==> src/rtl/fetch_unit.sv <==
// Multi-word instruction fetch controller.
// Fetches WORDS consecutive memory words starting at the program counter,
// one read request per word, each waiting on MFC. The words are assembled in
// a shadow buffer and committed to IR only when the whole instruction has
// arrived; a memory timeout leaves IR and pc untouched and pulses error.
module fetch_unit #(
    parameter int unsigned       ADDR_W   = 16,
    parameter int unsigned       DATA_W   = 16,
    parameter int unsigned       WORDS    = 2,
    parameter int unsigned       TIMEOUT  = 15,
    parameter logic [ADDR_W-1:0] RESET_PC = '0
) (
    input  logic                    clk,
    input  logic                    reset,
    input  logic                    start,
    input  logic                    pc_load,
    input  logic [ADDR_W-1:0]       pc_load_val,
    input  logic                    MFC,
    input  logic [DATA_W-1:0]       mem_rdata,
    output logic [ADDR_W-1:0]       mem_addr,
    output logic                    MEM_EN,
    output logic                    MEM_RW,
    output logic [WORDS*DATA_W-1:0] IR,
    output logic [ADDR_W-1:0]       pc,
    output logic                    busy,
    output logic                    done,
    output logic                    error
);

    localparam int unsigned IDX_W  = (WORDS > 1) ? $clog2(WORDS) : 1;
    // The wait counter only has to reach TIMEOUT-1: the TIMEOUT-th WAIT cycle
    // is recognised by the comparison rather than by a further increment.
    localparam int unsigned WCNT_W = (TIMEOUT > 1) ? $clog2(TIMEOUT) : 1;

    localparam logic [IDX_W-1:0]  IDX_LAST  = IDX_W'(WORDS - 1);
    localparam logic [WCNT_W-1:0] WCNT_LAST = WCNT_W'((TIMEOUT > 0) ? (TIMEOUT - 1) : 0);
    localparam logic [ADDR_W-1:0] PC_STEP   = ADDR_W'(WORDS);
    localparam bit                TO_EN     = (TIMEOUT > 0);

    typedef enum logic [2:0] {
        S_IDLE,
        S_ADDR,
        S_REQ,
        S_WAIT,
        S_DONE,
        S_ERR
    } state_t;

    state_t                    r_state;
    state_t                    w_next;

    logic [ADDR_W-1:0]         r_pc;
    logic [ADDR_W-1:0]         r_mem_addr;
    logic [WORDS*DATA_W-1:0]   r_ir;
    logic [WORDS*DATA_W-1:0]   r_shadow;
    logic [IDX_W-1:0]          r_idx;
    logic [WCNT_W-1:0]         r_wcnt;

    logic                      w_last_word;
    logic                      w_timeout;
    logic                      w_mem_en;
    logic                      w_busy;
    logic                      w_done;
    logic                      w_error;

    assign w_last_word = (r_idx == IDX_LAST);
    assign w_timeout   = TO_EN && (r_wcnt == WCNT_LAST);

    // State register; reset forces IDLE so every state-decoded output drops at once.
    always_ff @(posedge clk or negedge reset) begin
        if (!reset) begin
            r_state <= S_IDLE;
        end else begin
            r_state <= w_next;
        end
    end

    // Next-state logic and state-decoded strobes; MFC wins over the timeout.
    always_comb begin
        w_next   = r_state;
        w_mem_en = 1'b0;
        w_busy   = 1'b1;
        w_done   = 1'b0;
        w_error  = 1'b0;
        case (r_state)
            S_IDLE: begin
                w_busy = 1'b0;
                if (!pc_load && start) begin
                    w_next = S_ADDR;
                end
            end
            S_ADDR: begin
                w_next = S_REQ;
            end
            S_REQ: begin
                w_mem_en = 1'b1;
                w_next   = S_WAIT;
            end
            S_WAIT: begin
                if (MFC) begin
                    w_next = w_last_word ? S_DONE : S_ADDR;
                end else if (w_timeout) begin
                    w_next = S_ERR;
                end
            end
            S_DONE: begin
                w_done = 1'b1;
                w_next = S_IDLE;
            end
            S_ERR: begin
                w_error = 1'b1;
                w_next  = S_IDLE;
            end
            default: begin
                w_busy = 1'b0;
                w_next = S_IDLE;
            end
        endcase
    end

    // Datapath: pc, address, word index, wait counter, shadow buffer and IR.
    always_ff @(posedge clk or negedge reset) begin
        if (!reset) begin
            r_pc       <= RESET_PC;
            r_mem_addr <= '0;
            r_ir       <= '0;
            r_shadow   <= '0;
            r_idx      <= '0;
            r_wcnt     <= '0;
        end else begin
            case (r_state)
                S_IDLE: begin
                    if (pc_load) begin
                        r_pc <= pc_load_val;
                    end else if (start) begin
                        r_idx <= '0;
                    end
                end
                S_ADDR: begin
                    r_mem_addr <= r_pc + ADDR_W'(r_idx);
                    r_wcnt     <= '0;
                end
                S_WAIT: begin
                    if (MFC) begin
                        for (int unsigned w = 0; w < WORDS; w++) begin
                            if (r_idx == IDX_W'(w)) begin
                                r_shadow[w*DATA_W +: DATA_W] <= mem_rdata;
                            end
                        end
                        if (!w_last_word) begin
                            r_idx <= r_idx + 1'b1;
                        end
                    end else begin
                        r_wcnt <= r_wcnt + 1'b1;
                    end
                end
                S_DONE: begin
                    r_ir <= r_shadow;
                    r_pc <= r_pc + PC_STEP;
                end
                default: begin
                end
            endcase
        end
    end

    assign mem_addr = r_mem_addr;
    assign MEM_EN   = w_mem_en;
    assign MEM_RW   = w_mem_en;
    assign IR       = r_ir;
    assign pc       = r_pc;
    assign busy     = w_busy;
    assign done     = w_done;
    assign error    = w_error;

endmodule
==> config.mk <==
export PLATFORM = sky130hd
export DESIGN_NAME = fetch_unit
export DESIGN_NICKNAME = d
export VERILOG_FILES = /design/src/rtl/fetch_unit.sv
export SDC_FILE = /design/constraint.sdc
export NUM_CORES = 1
export LEC_CHECK = 0
export ABC_AREA = 1
export CAP_MARGIN = 20
export CORE_ASPECT_RATIO = 2
export CORE_MARGIN = 10
export CORE_UTILIZATION = 46
export DETAILED_ROUTE_END_ITERATION = 16
export PLACE_DENSITY = 0.77
export SLEW_MARGIN = 20
export SYNTH_ARGS = -nofsm -noshare
export SYNTH_HDL_FRONTEND = slang
export SYNTH_SLANG_ARGS = --single-unit
==> constraint.sdc <==
create_clock -name clk -period 1.6 [get_ports clk]
set_input_delay 0.16 -clock clk [delete_from_list [all_inputs] [get_ports clk]]
set_output_delay 0.16 -clock clk [all_outputs]
set_load 0.01 [all_outputs]
; After elaboration in Yosys (flattened, before gate mapping)
; Cells that the tools add are included.
[op_classes]
n_reduce_logical = 13
mux = 18
eq_ne = 13
bitwise_logic = 1
n_addsub = 4
[ops]
columns = op, count
row1 = one-hot mux 16 bit (2 select lines), 1
row2 = adder 16 x 1 -> 16 bit, 1
row3 = adder 16 x 2 -> 16 bit (second input constant), 1
row4 = 2-to-1 mux 16 bit, 1
row5 = 2-to-1 mux 3 bit, 4
row6 = != test 2 bit (second input constant), 6
row7 = one-hot mux 3 bit (4 select lines), 1
row8 = 2-to-1 mux 1 bit, 8
row9 = one-hot mux 4 bit (2 select lines), 1
row10 = == test 3 x 2 -> 1 bit (second input constant), 2
row11 = == test 3 bit (second input constant), 2
row12 = AND reduction 2 bit, 3
row13 = AND reduction 3 bit, 2
row14 = nonzero test 2 bit, 3
row15 = OR reduction 5 bit, 1
row16 = adder 4 x 1 -> 4 bit (second input constant), 1
row17 = == test 4 bit (second input constant), 1
row18 = 2-to-1 mux 4 bit, 1
row19 = AND reduction 4 bit, 1
row20 = == test 3 x 1 -> 1 bit (second input constant), 1
row21 = zero test 3 bit, 1
row22 = != test 3 bit (second input constant), 1
row23 = one-hot mux 1 bit (2 select lines), 1
row24 = adder 1 bit (second input constant), 1
row25 = 3 further kinds, 3
[word_totals]
regBits = 104
elab_cells = 57
in_bits = 37
out_inout_bits = 69

; Longest topological paths before layout
[logic_depth]
ltp_word = 4
depth_mapped = 9
mapped_depth_nobuf = 9

; Worst setup path after synthesis
; OpenSTA, ideal clock, no wires.
[synth_path]
kind = reg2reg
from = register r_pc[0] (netlist: pc[0])
to = register r_mem_addr[10] (netlist: mem_addr[10])
path_stages_with_launch = 9
path_slack_ns = -0.046
arrival_ns = 1.530
path_buffers = 0
setup_time_ns = 0.116
cell_sequence = dfrtp_1 > ha_1 > ha_1 > nand3_1 > nor2_1 > nand2_1 > xnor2_1 > nand2_1 > nand2_1
[synth_between]
elab_chain_cells = 1
[synth_rtl]
columns = item, line
row1 = from (decl), 52  ; logic [ADDR_W-1:0] r_pc;
row2 = from (signal assigned), 134  ; r_pc <= pc_load_val;
row3 = from (signal assigned), 159  ; r_pc <= r_pc + PC_STEP;
row4 = adder 16 x 1 -> 16 bit, 140  ; r_mem_addr <= r_pc + ADDR_W'(r_idx);
row5 = to (signal assigned), 140
row6 = to (decl), 53  ; logic [ADDR_W-1:0] r_mem_addr;
; Every way passes these cells.
; A chain may end at the register's enable or synchronous reset.

; Final worst setup path
[layout_path]
from = register r_pc[10] (netlist: pc[10])
to = output port pc[10]
[layout_rtl]
columns = item, line
row1 = to (decl), 24  ; output logic [ADDR_W-1:0] pc,
; No word-level cell between the ends.

==> results.toml <==
[outcome]
status = "finished, final reports clean"

[critical_path]
cp_cell_sequence = "clkdlybuf4s50_1"
critPathCaptureType = "output port"
worstPathMaxFanout = 7
cp_slowest_cell = "clkdlybuf4s50_1"
arrival_ns = 1.42
cp_top_family = "buffers and inverters"
cp.depth = 1
ff2ff_path_depth = 10
slowest_delay_ns = 0.58
path_buf_inv = 1
path_class = "reg2out"
critical_path_required_ns = 1.44
crit_path_start_kind = "flop"

[global_routing]
antenna_found_initial = 0
grt_usage = 0.187
grt-ovfl-total = 0
grt_pass1_vias = 4419
grt_pass1_wl_mm = 22.6
grt_start_max_net_pins = 46

[placed_design]
place_ws_ns = 0.0262
io_buffers = 105
dp_hpwl_mm = 10.7
dp.cells = 829
gp_congestion = 1.06

[floorplan]
die-area_um2 = 15100
fp.dieW_um = 92
ios = 106
initial_utilization = 0.470
core_um2 = 10100
num_rows = 52
die_y_um = 164

[sta]
setup_viol = 0
min_period_ns = 1.58
worst_slew_pin_slew_ns = 0.358
final-max-slew-violation-count = 0
period_share = 0.985
finClkSkew_ns = 0.00832
fin_ws_ns = 0.0238
timing.fmax_mhz = 634
setup_tns_ns = 0
finalHoldViolCount = 0
relSlewSlack = 0.761
rsz0062_at_grt = "true"

[worst_hold_path]
hold_path.class = "in2async"

[route]
antenna_left = 0
vias = 4343
via_per_inst = 5.07
detail_route.iter0.violations = 236
drc = 0
wire_per_inst_um = 16.7
first_pass_iters = 5
wl_mm = 14.3

[layout]
final_common_cell = "nand2_1"
area_growth_pct = 39.2
fillers = 861
drive_above_1_share = 0.150
final_cell_mix = "nand2_1, clkdlybuf4s50_1, dfrtp_1"
nets = 760
final_cells = 857
antenna_cells = 0

[clocking]
cts_buffers = 9
clk_latency_ns = 0.35
root_buffer = "clkbuf_16"
cts_tree = "done"
path_clk_slew_ns = 0.07
htreeDepth = 3
cts.sinks = 104
clock_path_buffers = 2

[logic_synthesis]
ys_warn_count = 0
synthDistinctLibCells = 31
synth_seq_cells = 104
synth_nets = 619
synthCells = 576
ys_seq_area_frac = 0.546
syn_avg_cell_area_um2 = 8.28
synth_area_um2 = 4770

[run]
drv_cap = 0

[power]
ir_worst_vdd_mv = 1.17
power.density_nw_per_um2 = 1930
p_leak_nw = 3.25
fin_total_pwr_mw = 12.8
what timing repair did:
item,4_1_cts,5_1_grt
endpoints found under the hold margin,51,0
gates cloned,0,1
endpoints found under the setup margin,14,38
hold buffers,1,0
buffers inserted,3,7
resized for setup,16,23
pin swaps,0,2
cells by family after synthesis:
kind of cell / share of synthesized area
AO/OA/AOI/OAI: 0.0679
adder cells (fa/ha/maj): 0.0157
AND/OR/NAND/NOR: 0.286
flip-flops: 0.546
XOR/XNOR: 0.0184
buffers and inverters: 0.0658
stage by stage:
stage	utilization	hold slack, ns	instance area (um^2)
after floorplan	-	-0.136	4770
after global placement	0.607	0.0455	6160
after detailed placement	0.607	0.0471	6160
after CTS	0.642	0.224	6510
after global routing	0.654	0.249	6640
final	0.654	0.230	6640
path summary, 6_finish.rpt:
check                                    startpoint                       to  slack (ns)
setup / recovery                 pc[10]$_DFFE_PN0P_                   pc[10]        0.02
hold reg to reg            r_shadow[13]$_DFFE_PN0P_       IR[13]$_DFFE_PN0N_        0.48
hold / removal                                reset  mem_addr[7]$_DFFE_PN0P_        0.23
max in group asynchronous                     reset   r_state[2]$_DFFE_PN0P_        0.73
min in group clk                     pc_load_val[0]        pc[0]$_DFFE_PN0P_        0.36
setup reg to reg                  pc[1]$_DFFE_PN0P_        pc[9]$_DFFE_PN0P_        0.03
sequential cells by signal, summed over array words and instances (netlist names):
name,count
IR,32
r_shadow,32
mem_addr,16
pc,16
r_wcnt,4
r_state,3
r_idx,1
cell type report:
type | instances | area (um^2) | share of cell area
Clock buffer | 9 | 225 | 0.0339
Inverter | 47 | 181 | 0.0273
Multi-Input combinational cell | 402 | 1890 | 0.285
Timing Repair Buffer | 153 | 1470 | 0.221
Clock inverter | 7 | 86.3 | 0.0130
Sequential cell | 104 | 2620 | 0.394
Tap cell | 135 | 169 | 0.0254
metal layers:
layer	vias up	share of wire	GRT usage
met5	-	0	0
met4	0	0.033	0.0755
met2	153	0.56	0.360
li1	2088	-	-
met1	2070	0.36	0.186
met3	32	0.046	0.0398
synth_stat cells:
library cell	n	area share
inv_2	4	0.0031
nand3_1	33	0.035
buf_4	7	0.011
nand2_2	2	0.0026
or2_1	1	0.0013
nand3_2	2	0.0042
nand4_1	7	0.0092
buf_6	1	0.0024
nor3_2	2	0.0042
a21boi_0	1	0.0016
o21ai_1	7	0.0073
nor2_1	31	0.024
ha_1	6	0.016
or2_2	3	0.0039
nand3b_1	3	0.0047
clkinv_2	1	0.0010
xnor2_1	3	0.0055
o22ai_1	1	0.0013
a21oi_1	7	0.0073
nor2_2	4	0.0052
inv_1	42	0.033
a211oi_1	3	0.0047
o21bai_1	1	0.0016
dfrtp_1	104	0.55
clkbuf_1	2	0.0016
o21ai_0	36	0.038
nor2_4	3	0.0071
o211ai_1	4	0.0063
xor2_1	7	0.013
buf_2	13	0.014
nand2_1	235	0.18
power by group:
group          leakage (nW)  internal (mW)  total, mW  switching, mW
clock                 0.151           1.12       2.21           1.09
combinational          1.79           2.86       5.85           3.00
sequential             1.31           3.79       4.74          0.944
No activity file was read; power rests on OpenSTA's default activity.
